**src/rtl/imm_gen_pkg.sv**
```systemverilog
// Shared types and opcode constants for the immediate-generation pipeline stage.
package imm_gen_pkg;

  typedef enum logic [2:0] {
    FMT_NONE = 3'd0,
    FMT_I    = 3'd1,
    FMT_S    = 3'd2,
    FMT_B    = 3'd3,
    FMT_U    = 3'd4,
    FMT_J    = 3'd5,
    FMT_Z    = 3'd6,
    FMT_C    = 3'd7
  } fmt_e;

  localparam logic [6:0] OP_LOAD   = 7'b0000011;
  localparam logic [6:0] OP_IMM    = 7'b0010011;
  localparam logic [6:0] OP_JALR   = 7'b1100111;
  localparam logic [6:0] OP_STORE  = 7'b0100011;
  localparam logic [6:0] OP_BRANCH = 7'b1100011;
  localparam logic [6:0] OP_LUI    = 7'b0110111;
  localparam logic [6:0] OP_AUIPC  = 7'b0010111;
  localparam logic [6:0] OP_JAL    = 7'b1101111;
  localparam logic [6:0] OP_SYSTEM = 7'b1110011;
  localparam logic [6:0] OP_OP     = 7'b0110011;
  localparam logic [6:0] OP_FENCE  = 7'b0001111;

  typedef struct packed {
    logic [31:0] imm;
    fmt_e        fmt;
    logic        illegal;
  } imm_res_t;

  localparam imm_res_t RES_NONE = '{imm: '0, fmt: FMT_NONE, illegal: 1'b0};

  typedef enum logic [1:0] {
    ST_EMPTY,
    ST_ONE,
    ST_TWO
  } skid_state_e;

endpackage

```
**src/rtl/imm_decode.sv**
```systemverilog
// Combinational instruction -> 32-bit immediate/format/illegal decode.
// Compressed (RVC) decode is built only when IMM_GEN_RVC_EN is defined.
module imm_decode
  import imm_gen_pkg::*;
(
  input  logic [31:0] i_instr,
  output imm_res_t    o_res
);

`ifdef IMM_GEN_RVC_EN
  function automatic imm_res_t decode_c(input logic [15:0] c);
    imm_res_t r;
    r     = RES_NONE;
    r.fmt = FMT_C;
    case ({c[1:0], c[15:13]})
      5'b01_000, 5'b01_010:
        r.imm = {{26{c[12]}}, c[12], c[6:2]};
      5'b01_101:
        r.imm = {{20{c[12]}}, c[12], c[8], c[10:9], c[6], c[7], c[2], c[11], c[5:3], 1'b0};
      5'b01_110, 5'b01_111:
        r.imm = {{23{c[12]}}, c[12], c[6:5], c[2], c[11:10], c[4:3], 1'b0};
      5'b00_010, 5'b00_110:
        r.imm = {25'b0, c[5], c[12:10], c[6], 2'b00};
      default: begin
        r.fmt     = FMT_NONE;
        r.illegal = 1'b1;
      end
    endcase
    return r;
  endfunction
`endif

  always_comb begin
    o_res = RES_NONE;
    if (i_instr[1:0] != 2'b11) begin
`ifdef IMM_GEN_RVC_EN
      o_res = decode_c(i_instr[15:0]);
`else
      o_res.illegal = 1'b1;
`endif
    end else begin
      case (i_instr[6:0])
        OP_LOAD, OP_IMM, OP_JALR: begin
          o_res.imm = {{20{i_instr[31]}}, i_instr[31:20]};
          o_res.fmt = FMT_I;
        end
        OP_STORE: begin
          o_res.imm = {{20{i_instr[31]}}, i_instr[31:25], i_instr[11:7]};
          o_res.fmt = FMT_S;
        end
        OP_BRANCH: begin
          o_res.imm = {{19{i_instr[31]}}, i_instr[31], i_instr[7], i_instr[30:25],
                       i_instr[11:8], 1'b0};
          o_res.fmt = FMT_B;
        end
        OP_LUI, OP_AUIPC: begin
          o_res.imm = {i_instr[31:12], 12'b0};
          o_res.fmt = FMT_U;
        end
        OP_JAL: begin
          o_res.imm = {{11{i_instr[31]}}, i_instr[31], i_instr[19:12], i_instr[20],
                       i_instr[30:21], 1'b0};
          o_res.fmt = FMT_J;
        end
        OP_SYSTEM: begin
          // Only the immediate CSR forms (funct3[2]=1) carry a zimm field.
          if (i_instr[14]) begin
            o_res.imm = {27'b0, i_instr[19:15]};
            o_res.fmt = FMT_Z;
          end
        end
        OP_OP, OP_FENCE: ;
        default: o_res.illegal = 1'b1;
      endcase
    end
  end

endmodule

```
**src/rtl/imm_gen_pipe.sv**
```systemverilog
// Registered immediate-generation stage: imm_decode behind a 2-entry skid buffer.
// Optional compressed decode is enabled with the IMM_GEN_RVC_EN macro.
module imm_gen_pipe
  import imm_gen_pkg::*;
#(
  parameter int unsigned XLEN  = 32,
  parameter int unsigned TAG_W = 4
) (
  input  logic             clk,
  input  logic             rst_n,
  input  logic             in_valid,
  output logic             in_ready,
  input  logic [31:0]      in_instr,
  input  logic [TAG_W-1:0] in_tag,
  output logic             out_valid,
  input  logic             out_ready,
  output logic [XLEN-1:0]  out_imm,
  output logic [2:0]       out_fmt,
  output logic             out_illegal,
  output logic [TAG_W-1:0] out_tag
);

  skid_state_e      r_state;
  skid_state_e      w_state_nxt;
  imm_res_t         w_dec;
  imm_res_t         r_main;
  imm_res_t         r_skid;
  logic [TAG_W-1:0] r_main_tag;
  logic [TAG_W-1:0] r_skid_tag;
  logic             r_in_ready;
  logic             w_in_xfer;
  logic             w_out_xfer;
  logic             w_load_main;
  logic             w_load_skid;
  logic             w_skid_to_main;

  imm_decode u_decode (
    .i_instr (in_instr),
    .o_res   (w_dec)
  );

  assign w_in_xfer  = in_valid && r_in_ready;
  assign w_out_xfer = out_valid && out_ready;

  always_comb begin
    w_state_nxt    = r_state;
    w_load_main    = 1'b0;
    w_load_skid    = 1'b0;
    w_skid_to_main = 1'b0;
    case (r_state)
      ST_EMPTY: begin
        if (w_in_xfer) begin
          w_load_main = 1'b1;
          w_state_nxt = ST_ONE;
        end
      end
      ST_ONE: begin
        if (w_in_xfer && w_out_xfer) begin
          w_load_main = 1'b1;
        end else if (w_in_xfer) begin
          w_load_skid = 1'b1;
          w_state_nxt = ST_TWO;
        end else if (w_out_xfer) begin
          w_state_nxt = ST_EMPTY;
        end
      end
      ST_TWO: begin
        if (w_out_xfer) begin
          w_skid_to_main = 1'b1;
          w_state_nxt    = ST_ONE;
        end
      end
      default: w_state_nxt = ST_EMPTY;
    endcase
  end

  // in_ready is registered from the next state so it stays low out of reset
  // and drops the cycle after the skid entry fills.
  always_ff @(posedge clk or negedge rst_n) begin
    if (!rst_n) begin
      r_state    <= ST_EMPTY;
      r_in_ready <= 1'b0;
    end else begin
      r_state    <= w_state_nxt;
      r_in_ready <= (w_state_nxt != ST_TWO);
    end
  end

  always_ff @(posedge clk or negedge rst_n) begin
    if (!rst_n) begin
      r_main     <= RES_NONE;
      r_main_tag <= '0;
    end else if (w_load_main) begin
      r_main     <= w_dec;
      r_main_tag <= in_tag;
    end else if (w_skid_to_main) begin
      r_main     <= r_skid;
      r_main_tag <= r_skid_tag;
    end
  end

  always_ff @(posedge clk or negedge rst_n) begin
    if (!rst_n) begin
      r_skid     <= RES_NONE;
      r_skid_tag <= '0;
    end else if (w_load_skid) begin
      r_skid     <= w_dec;
      r_skid_tag <= in_tag;
    end
  end

  assign in_ready    = r_in_ready;
  assign out_valid   = (r_state != ST_EMPTY);
  assign out_imm     = XLEN'($signed(r_main.imm));
  assign out_fmt     = r_main.fmt;
  assign out_illegal = r_main.illegal;
  assign out_tag     = r_main_tag;

endmodule
```
**config.mk**
```make
export PLATFORM = sky130hd
export DESIGN_NAME = imm_gen_pipe
export DESIGN_NICKNAME = d
export VERILOG_FILES = /design/src/rtl/imm_gen_pkg.sv /design/src/rtl/imm_decode.sv /design/src/rtl/imm_gen_pipe.sv
export SDC_FILE = /design/constraint.sdc
export NUM_CORES = 1
export LEC_CHECK = 0
export CAP_MARGIN = 20
export CORE_UTILIZATION = 52
export DETAILED_ROUTE_END_ITERATION = 16
export PLACE_DENSITY_LB_ADDON = 0.12
export SKIP_CTS_REPAIR_TIMING = 1
export SLEW_MARGIN = 10
export SYNTH_ARGS = -nofsm -noshare
export SYNTH_HDL_FRONTEND = slang
export SYNTH_HIERARCHICAL = 1
export SYNTH_SLANG_ARGS = --single-unit
```
**constraint.sdc**
```tcl
create_clock -name clk -period 1.8 [get_ports clk]
set_clock_uncertainty 0.05 [all_clocks]
set_input_delay 0.36 -clock clk [delete_from_list [all_inputs] [get_ports clk]]
set_output_delay 0.36 -clock clk [all_outputs]
set_load 0.1 [all_outputs]
```
# Word level (Yosys, flattened, before mapping)
# Cells that the tools add are included.
# word_totals
reg_bits	83
in_bits	40
elab_cells	56
# op_classes
n_eq_ne	15
muxes	22
n_reduce_logical	9
# ops
op	count
case mux 35 bit (6 select lines)	1
2-to-1 mux 36 bit	2
2-to-1 mux 35 bit	1
equality test 7 bit (second input constant)	4
equality test 7 x 6 -> 1 bit (second input constant)	3
equality test 7 x 5 -> 1 bit (second input constant)	2
OR reduction 11 bit	1
2-to-1 mux 2 bit	5
2-to-1 mux 1 bit	8
2-to-1 mux 4 bit	2
2-to-1 mux 8 bit	1
equality test 7 x 2 -> 1 bit (second input constant)	1
equality test 7 x 4 -> 1 bit (second input constant)	1
case mux 2 bit (3 select lines)	1
!= test 2 bit (second input constant)	2
nonzero test 2 bit	2
logical AND 1 bit	3
OR reduction 3 bit	1
equality test 2 x 1 -> 1 bit (second input constant)	1
equality test 2 bit (second input constant)	1
zero test 2 bit	1
case mux 1 bit (2 select lines)	1
OR reduction 2 bit	1

# Logic depth before layout (Yosys ltp)
# Gate-level depths: netlist (run 1).
# depth
ltp_word	7
depth_mapped	7

# Modules after synthesis
# Netlist (run 1), hierarchy kept.
# modules_own_cells
mod	n_inst	cells_each	area_each_um2
imm_gen_pipe	1	235	3407.0
imm_decode	1	95	661.9

# Least setup slack after synthesis (run 1)
# OpenSTA, ideal clock, no wires.
# synth_timing
path_type	register to register
start	register r_in_ready (netlist: in_ready)
end	register r_main, in the netlist out_fmt[0]
t_arrival_ns	1.817
required_ns	1.623
path_slack_ns	-0.194
path_stages_with_launch	5
n_path_buf	1
synth_period_minus_slack_ns	1.994
cell_sequence	dfrtp_1 -> nand3b_1 -> o21ba_4 -> buf_6 -> a221o_1
# synth_between
elab_chain_cells	5
# synth_lines
item	line_no	source
start: declaration	imm_gen_pipe.sv:30	logic r_in_ready;
start signal: assignment	imm_gen_pipe.sv:85	r_in_ready <= (w_state_nxt != ST_TWO);
logical AND 1 bit (*)	imm_gen_pipe.sv:42	assign w_in_xfer = in_valid && r_in_ready;
logical AND 1 bit	imm_gen_pipe.sv:58	if (w_in_xfer && w_out_xfer) begin
2-to-1 mux 1 bit	imm_gen_pipe.sv:58	
case mux 1 bit (2 select lines) (*)	imm_gen_pipe.sv:50	case (r_state)
2-to-1 mux 36 bit or nonzero test 2 bit (tied branches)	--	
end signal: assignment	imm_gen_pipe.sv:94	r_main <= w_dec;
end signal: assignment	imm_gen_pipe.sv:97	r_main <= r_skid;
end: declaration	imm_gen_pipe.sv:26	imm_res_t r_main;
# Mark *: on every way between the ends. The rest lies on a longest branch, timed or not.
# A chain may end at the register's enable or synchronous reset.

# Worst setup path in the final report (run 1)
# layout_timing
start	input out_ready
end	register r_skid_tag[2]
# layout_between
elab_chain_cells	4
# layout_lines
item	line_no	source
start: declaration	imm_gen_pipe.sv:16	input logic out_ready,
logical AND 1 bit	imm_gen_pipe.sv:43	assign w_out_xfer = out_valid && out_ready;
logical AND 1 bit	imm_gen_pipe.sv:58	
2-to-1 mux 1 bit	imm_gen_pipe.sv:58	
2-to-1 mux 1 bit	imm_gen_pipe.sv:50	
end signal: assignment	imm_gen_pipe.sv:108	r_skid_tag <= in_tag;
end: declaration	imm_gen_pipe.sv:29	logic [TAG_W-1:0] r_skid_tag;
# Every way passes these cells.

==> reports/results.tsv, run 1 <==
stage	metric	value	unit
critical_path	origin of the worst setup path	out_ready	
floorplanning	Site Rows	31	
min_path	Hold Crit Class	primary input to async pin	
detailed_routing	DR vias/cell	6.15	
detailed_routing	# DRC	0	
pwr	Pwr per Cell Area	1100	mW/mm2
yosys	Post-synth EDFFs	0	
floorplanning	core area	0.00741	mm2
yosys	Syn Std Cell Area	0.00407	mm2
yosys	Synth area leaders	dfrtp_1 (51%), mux2_2 (11%), a221o_1 (9.8%)	
floorplanning	die footprint	0.00818	mm2
detailed_routing	DRT Wirelength	11400	um
cells_and_area	commonest non-fill, non-tap cells in the layout	dfrtp_1 (82), and2_1 (49), buf_12 (45)	
global_route	antenna violations before repair	0	
critical_path	crit start category	primary input	
critical_path	CP Data Arrival Time	1.93	ns
global_route	vias in the first global route	3296	
yosys	flops & latches, synth	83	
run	Max-Cap Viols	0	
yosys	Async SR Flop Fraction	1.00	
cells_and_area	ratio of cells with drive above 1 in the final layout	0.362	
timing	Hold Violations, Final	0	
clocking	TritonCTS buffer count	9	
cells_and_area	antenna diode count	0	
global_route	grt total ovfl	0	
timing	Worst-Margin Slew	0.673	ns
critical_path	Crit. End Element	register	
timing	final setup vio count	0	
detailed_routing	drt pass-1 iters	5	
clocking	H-tree Lvls	3	
floorplanning	Die X	90.5	um
floorplanning	I/O Pins	82	
cells_and_area	Area growth syn-to-layout	45.0	%
clocking	clk sinks	83	
critical_path	worst-path fanout max	23	
cells_and_area	Fillers	437	
clocking	CTS root buf	clkbuf_8	
global_route	GRT Total Usage	0.277	
yosys	distinct cell type count after synthesis	42	
yosys	Synth Warn #	6	
placed_design	IO Port Bufs	81	
outcome	status	complete, no violations	
timing	Final Cycle Share	0.964	
yosys	top cell type's share of synthesized area	0.510	
floorplanning	starting density of the core	0.549	
detailed_routing	DRT antenna net count	0	
timing	worst rel slew slack	0.548	
yosys	prevailing post-synth register cell	dfrtp_1	
timing	worst hold slack	0.430	ns
yosys	Syn Area/Cell	12.3	um2
floorplanning	Die H	90.5	um
cells_and_area	Final Instance Area	0.00590	mm2
cells_and_area	fin nets	480	
pwr	LEAKAGE	2.96	nW
timing	Peak Freq	576	MHz
cells_and_area	most common cell after layout, fill and taps aside	dfrtp_1	
critical_path	path type of the worst setup path	primary input to register	
timing	RSZ-0062 raised after global routing	false	
clocking	Max Buffers Root-to-Sink	2	
global_route	largest net degree at the start of global routing	41	
detailed_routing	Routed wire per std cell	21.0	um
yosys	Post-Synthesis Cells	330	
placed_design	Post-Place Cell Area	0.00556	mm2
critical_path	r2r startpoint	r_state[1]	
detailed_routing	vias	3347	
timing	min Tclk post-route	1.74	ns
yosys	Yosys top cell by area	dfrtp_1	
timing	setup TNS	0	ns
clocking	clock slew at reported path FFs	0.09	ns
yosys	Syn Nets	370	
clocking	Worst-Skew Late Latency	0.37	ns
yosys	post-synthesis sequential area ratio	0.510	
placed_design	post-detail-place hpwl	7350	um
pwr	Max VDD drop	1.18	mV
global_route	global-route wire length before repair	17500	um
placed_design	Placer Congestion	0.913	
timing	Slew Limit Fails	0	
detailed_routing	1st-iter DRT viols	264	
clocking	CTS tree	yes	
critical_path	worst endpoint required time	2.00	ns
==> routing by layer <==
layer	part of all wire	wire length (um)	vias up	global-route usage
met5	0	0	-	0
met4	0.030	339	0	0.102
met3	0.059	669	32	0.0631
met2	0.50	5720	160	0.460
met1	0.41	4690	1701	0.354
li1	-	-	1454	-
==> final cells by class <==
cell class / count / area (um2) / share of cell area
clock inverters: 7 / 82.6 / 0.0140
well taps: 99 / 124 / 0.0210
flip-flops and latches: 83 / 2080 / 0.352
inverters: 2 / 7.51 / 0.00127
multi-input cells: 225 / 1910 / 0.324
repair buffers: 119 / 1580 / 0.267
clock buffers: 9 / 124 / 0.0210
==> through the flow <==
step	instances	utilization	setup WS [ns]	total power, mW
finish	544	0.796	0.0647	6.47
global route	544	0.796	0.000221	6.67
CTS	537	0.779	-0.272	6.39
detailed placement	521	0.751	-0.671	4.98
global placement	521	0.751	-0.631	4.95
floorplan	330	-	0.0368	3.97
==> registers in the layout, indices dropped and copies added, names as in the netlist <==
register and count:
in_ready 1, out_fmt 3, out_illegal 1, out_imm 32, out_tag 4, r_skid 36
r_skid_tag 4, r_state 2
==> path summary, 6_finish.rpt <==
path | to | slack [ns] | depth (start not counted)
max | r_skid_tag[2] | 0.06 | 6
min | r_skid[8] | 0.43 | 2
max reg2reg | out_tag[0] | 0.07 | 4
min reg2reg | r_skid_tag[3] | 0.45 | 1
max in group asynchronous | r_skid[18] | 0.68 | 3
min in group clk | r_skid_tag[3] | 0.45 | 1
==> critical path, stage by stage <==
cell and delay, ns:
clkdlybuf4s50_1 0.48, and2b_4 0.23, buf_4 0.17, nand2_2 0.12
buf_12 0.20, mux2_2 0.36
==> cell families (layout without fill, tap and decap cells) <==
kind of cell | Yosys count | count (layout) | share of synthesized area
AOI/OAI and AO/OA | 84 | 85 | 0.178
buffers and inverters | 26 | 137 | 0.0437
DFF | 83 | 83 | 0.510
muxes | 41 | 41 | 0.113
and+or+nand+nor | 96 | 99 | 0.154
==> power breakdown <==
part           switching [mW]  internal [mW]  total [mW]  leakage, nW
sequential              0.235           2.14        2.37         1.12
clock                   0.749          0.662        1.41       0.0984
combinational            1.65           1.03        2.68         1.74
==> cell usage after synthesis, types with 2 or more instances <==
cell and count:
nand2_1 9, buf_6 6, buf_2 7, and3b_2 2
buf_4 7, o22ai_1 3, or2b_1 2, nand3_1 3
nor3_1 3, nor2_1 6, clkbuf_1 4, or2_2 2
mux2_2 40, a21o_1 24, inv_1 2, a22o_1 4
a21oi_1 6, dfrtp_1 83, and2_1 50, nand4_1 2
a221o_1 40, nor2b_1 3, nor4_2 2, o21ai_0 2
Power figures use the tool's default switching activity.
==> run 2: changes to the inputs <==
- CORE_MARGIN: not set -> 2
- CORE_UTILIZATION: 52 -> 51
- RECOVER_POWER: not set -> 25
- SYNTH_HIERARCHICAL: 1 -> not set
==> reports/results.tsv, run 2 <==
stage	metric	value	unit
critical_path	crit start category	primary input	
cells_and_area	fin nets	558	
timing	setup TNS	0	ns
cells_and_area	Area growth syn-to-layout	56.6	%
floorplanning	core area	0.00725	mm2
yosys	Synth area leaders	dfrtp_1 (54%), nand2_1 (7.2%), nand3_1 (4.7%)	
yosys	Async SR Flop Fraction	1.00	
global_route	antenna violations before repair	0	
floorplanning	Die H	90.7	um
yosys	Syn Std Cell Area	0.00383	mm2
yosys	top-count cell post-synth	dfrtp_1	
pwr	Internal Power	4.53	mW
placed_design	Inst Count DP	601	
yosys	Post-Synth Adder-Cell Area	0	
timing	min Tclk post-route	1.74	ns
yosys	largest family of logic cells by synthesized area	compound AO/OA/AOI/OAI gates	
clocking	TritonCTS buffer count	9	
pwr	Pwr per Cell Area	1310	mW/mm2
cells_and_area	Final Instance Area	0.00600	mm2
timing	Hold Violations, Final	0	
timing	Slew Limit Fails	0	
yosys	post-synthesis compound-gate area fraction	0.214	
yosys	prevailing post-synth register cell	dfrtp_1	
critical_path	Buf+Inv Stages, Crit Path	3	
critical_path	Crit. End Element	register	
timing	RSZ-0062 raised after global routing	true	
placed_design	IO Port Bufs	81	
critical_path	path type of the worst setup path	primary input to register	
yosys	post-synthesis mux area share	0.00849	
pwr	Psw	3.36	mW
yosys	top cells by count, synth	dfrtp_1 (83), nand2_1 (73), nand3_1 (36)	
pwr	clock share of power	0.189	
yosys	Post-Synthesis Cells	385	
cells_and_area	post-layout util	0.827	
detailed_routing	# DRC	0	
timing	worst rel slew slack	0.633	
cells_and_area	commonest non-fill, non-tap cells in the layout	dfrtp_1 (80), nand2_1 (73), buf_4 (60)	
cells_and_area	antenna diode count	0	
yosys	Yosys top cell by area	dfrtp_1	
yosys	Syn Area/Cell	9.95	um2
clocking	clk sinks	83	
cells_and_area	ratio of cells with drive above 1 in the final layout	0.301	
placed_design	Placer Congestion	0.969	
critical_path	crit-path cells	clkdlybuf4s50_1, buf_4, or3b_2, a211oi_2, buf_4, nor2_1, a21oi_2	
pwr	LEAKAGE	2.79	nW
placed_design	Post-Place Cell Area	0.00562	mm2
critical_path	CP Data Arrival Time	1.97	ns
cells_and_area	max reg flops	36	
critical_path	worst endpoint required time	2.04	ns
global_route	grt total ovfl	0	
detailed_routing	vias	3827	
critical_path	slowest cell on the critical path	clkdlybuf4s50_1	
timing	final setup vio count	0	
critical_path	CP dominant cell by count	buf_4	
yosys	flops & latches, synth	83	
critical_path	CP peak stage delay	0.45	ns
floorplanning	starting density of the core	0.528	
pwr	Comb pwr share	0.466	
pwr	Sequential Power Share	0.345	
clocking	CTS root buf	clkbuf_8	
critical_path	worst-path fanout max	5	
clocking	clock slew at reported path FFs	0.09	ns
floorplanning	Die X	90.7	um
detailed_routing	1st-iter DRT viols	413	
min_path	Hold Crit Class	primary input to async pin	
yosys	post-synthesis sequential area ratio	0.542	
detailed_routing	DR vias/cell	6.16	
clocking	Worst-Skew Late Latency	0.35	ns
timing	Peak Freq	576	MHz
clocking	H-tree Lvls	3	
global_route	largest net degree at the start of global routing	55	
clocking	CTS tree	yes	
floorplanning	die footprint	0.00822	mm2
pwr	Max VDD drop	1.08	mV
global_route	GRT Total Usage	0.308	
cells_and_area	Largest Register	r_skid	
timing	Worst-Margin Slew	0.551	ns
detailed_routing	Routed wire per std cell	19.6	um
global_route	vias in the first global route	3887	
timing	Final Cycle Share	0.964	
floorplanning	I/O Pins	82	
cells_and_area	most common cell after layout, fill and taps aside	dfrtp_1	
yosys	Synth Warn #	0	
yosys	top cell type's share of synthesized area	0.542	
yosys	Post-synth EDFFs	0	
placed_design	post-detail-place hpwl	8630	um
detailed_routing	DRT antenna net count	0	
detailed_routing	drt pass-1 iters	5	
floorplanning	Site Rows	31	
yosys	distinct cell type count after synthesis	51	
critical_path	cell family with most CP delay	buffers and inverters	
yosys	Syn Nets	425	
cells_and_area	Finished Layout Cells	621	
clocking	Max Buffers Root-to-Sink	2	
global_route	global-route wire length before repair	19800	um
run	Max-Cap Viols	0	
outcome	status	complete, no violations	
detailed_routing	DRT Wirelength	12200	um
yosys	post-synthesis simple-gate area fraction	0.197	
pwr	Switching Fraction	0.426	
yosys	XOR/XNOR share of the synthesized area	0	
[run 2: cell count changes after synthesis, moves of 16 or more]
cell,change
nor2_1,+18
nand3_1,+33
nand2_1,+64
a221o_1,-39
a222oi_1,+16
and2_1,-48
a21o_1,-23
mux2_2,-38
[run 2: final cells by class]
cell class | count | area (um2)
Inverter | 6 | 22.5
Multi-Input combinational cell | 267 | 1730
Sequential cell | 83 | 2080
Fill cell | 407 | 1250
Timing Repair Buffer | 151 | 1830
Clock inverter | 5 | 85.1
Clock buffer | 10 | 128
Tap cell | 99 | 124
[run 2: power groups by stage]
stage	registers, mW	clock network (mW)	logic [mW]
6_report	2.72	1.49	3.67
5_1_grt	2.76	1.60	3.85
4_1_cts	2.71	1.49	3.58
3_5_place_dp	2.74	0	3.56
3_3_place_gp	2.71	0	3.49
2_1_floorplan	3.79	0	0.924
[run 2: per-stage QoR]
step,total power [mW],worst slack (ns),hold WS (ns)
floorplan,4.72,-0.0153,0.0144
global placement,6.20,-0.427,0.142
detailed placement,6.29,-0.513,0.145
CTS,7.78,-0.146,-0.239
global route,8.20,-0.0172,0.454
finish,7.89,0.0648,0.427
[run 2: final timing paths]
kind / start / to / cells past startpoint / slack (ns)
worst max register to register: r_state[1] / out_imm[25] / 5 / 0.08
worst min-delay path: rst_n / out_fmt[0] / 2 / 0.43
worst min register to register: r_skid[11] / out_imm[7] / 2 / 0.43
min in group clk: r_skid[11] / out_imm[7] / 2 / 0.43
max in group asynchronous: rst_n / out_imm[12] / 3 / 0.33
worst max-delay path: in_instr[2] / r_skid[15] / 7 / 0.06
[run 2: kinds of logic after synthesis]
kind of cell | count (synthesis)
AOI/OAI and AO/OA | 103
buffers and inverters | 35
DFF | 83
muxes | 3
and+or+nand+nor | 161
[run 2: routing by layer]
| layer | track usage | vias up | part of all wire |
|---|---|---|---|
| met5 | 0 | - | 0 |
| met4 | 0.127 | 0 | 0.021 |
| met3 | 0.0509 | 25 | 0.074 |
| met2 | 0.495 | 220 | 0.49 |
| met1 | 0.418 | 1883 | 0.41 |
| li1 | - | 1699 | - |
[run 2: worst reg2reg max path: cells and delay by family (launching register included)]
kind            cells  cell delay (ns)
compound gates      2             0.47
flops               1             0.46
simple gates        2             0.45
buf+inv             1             0.18
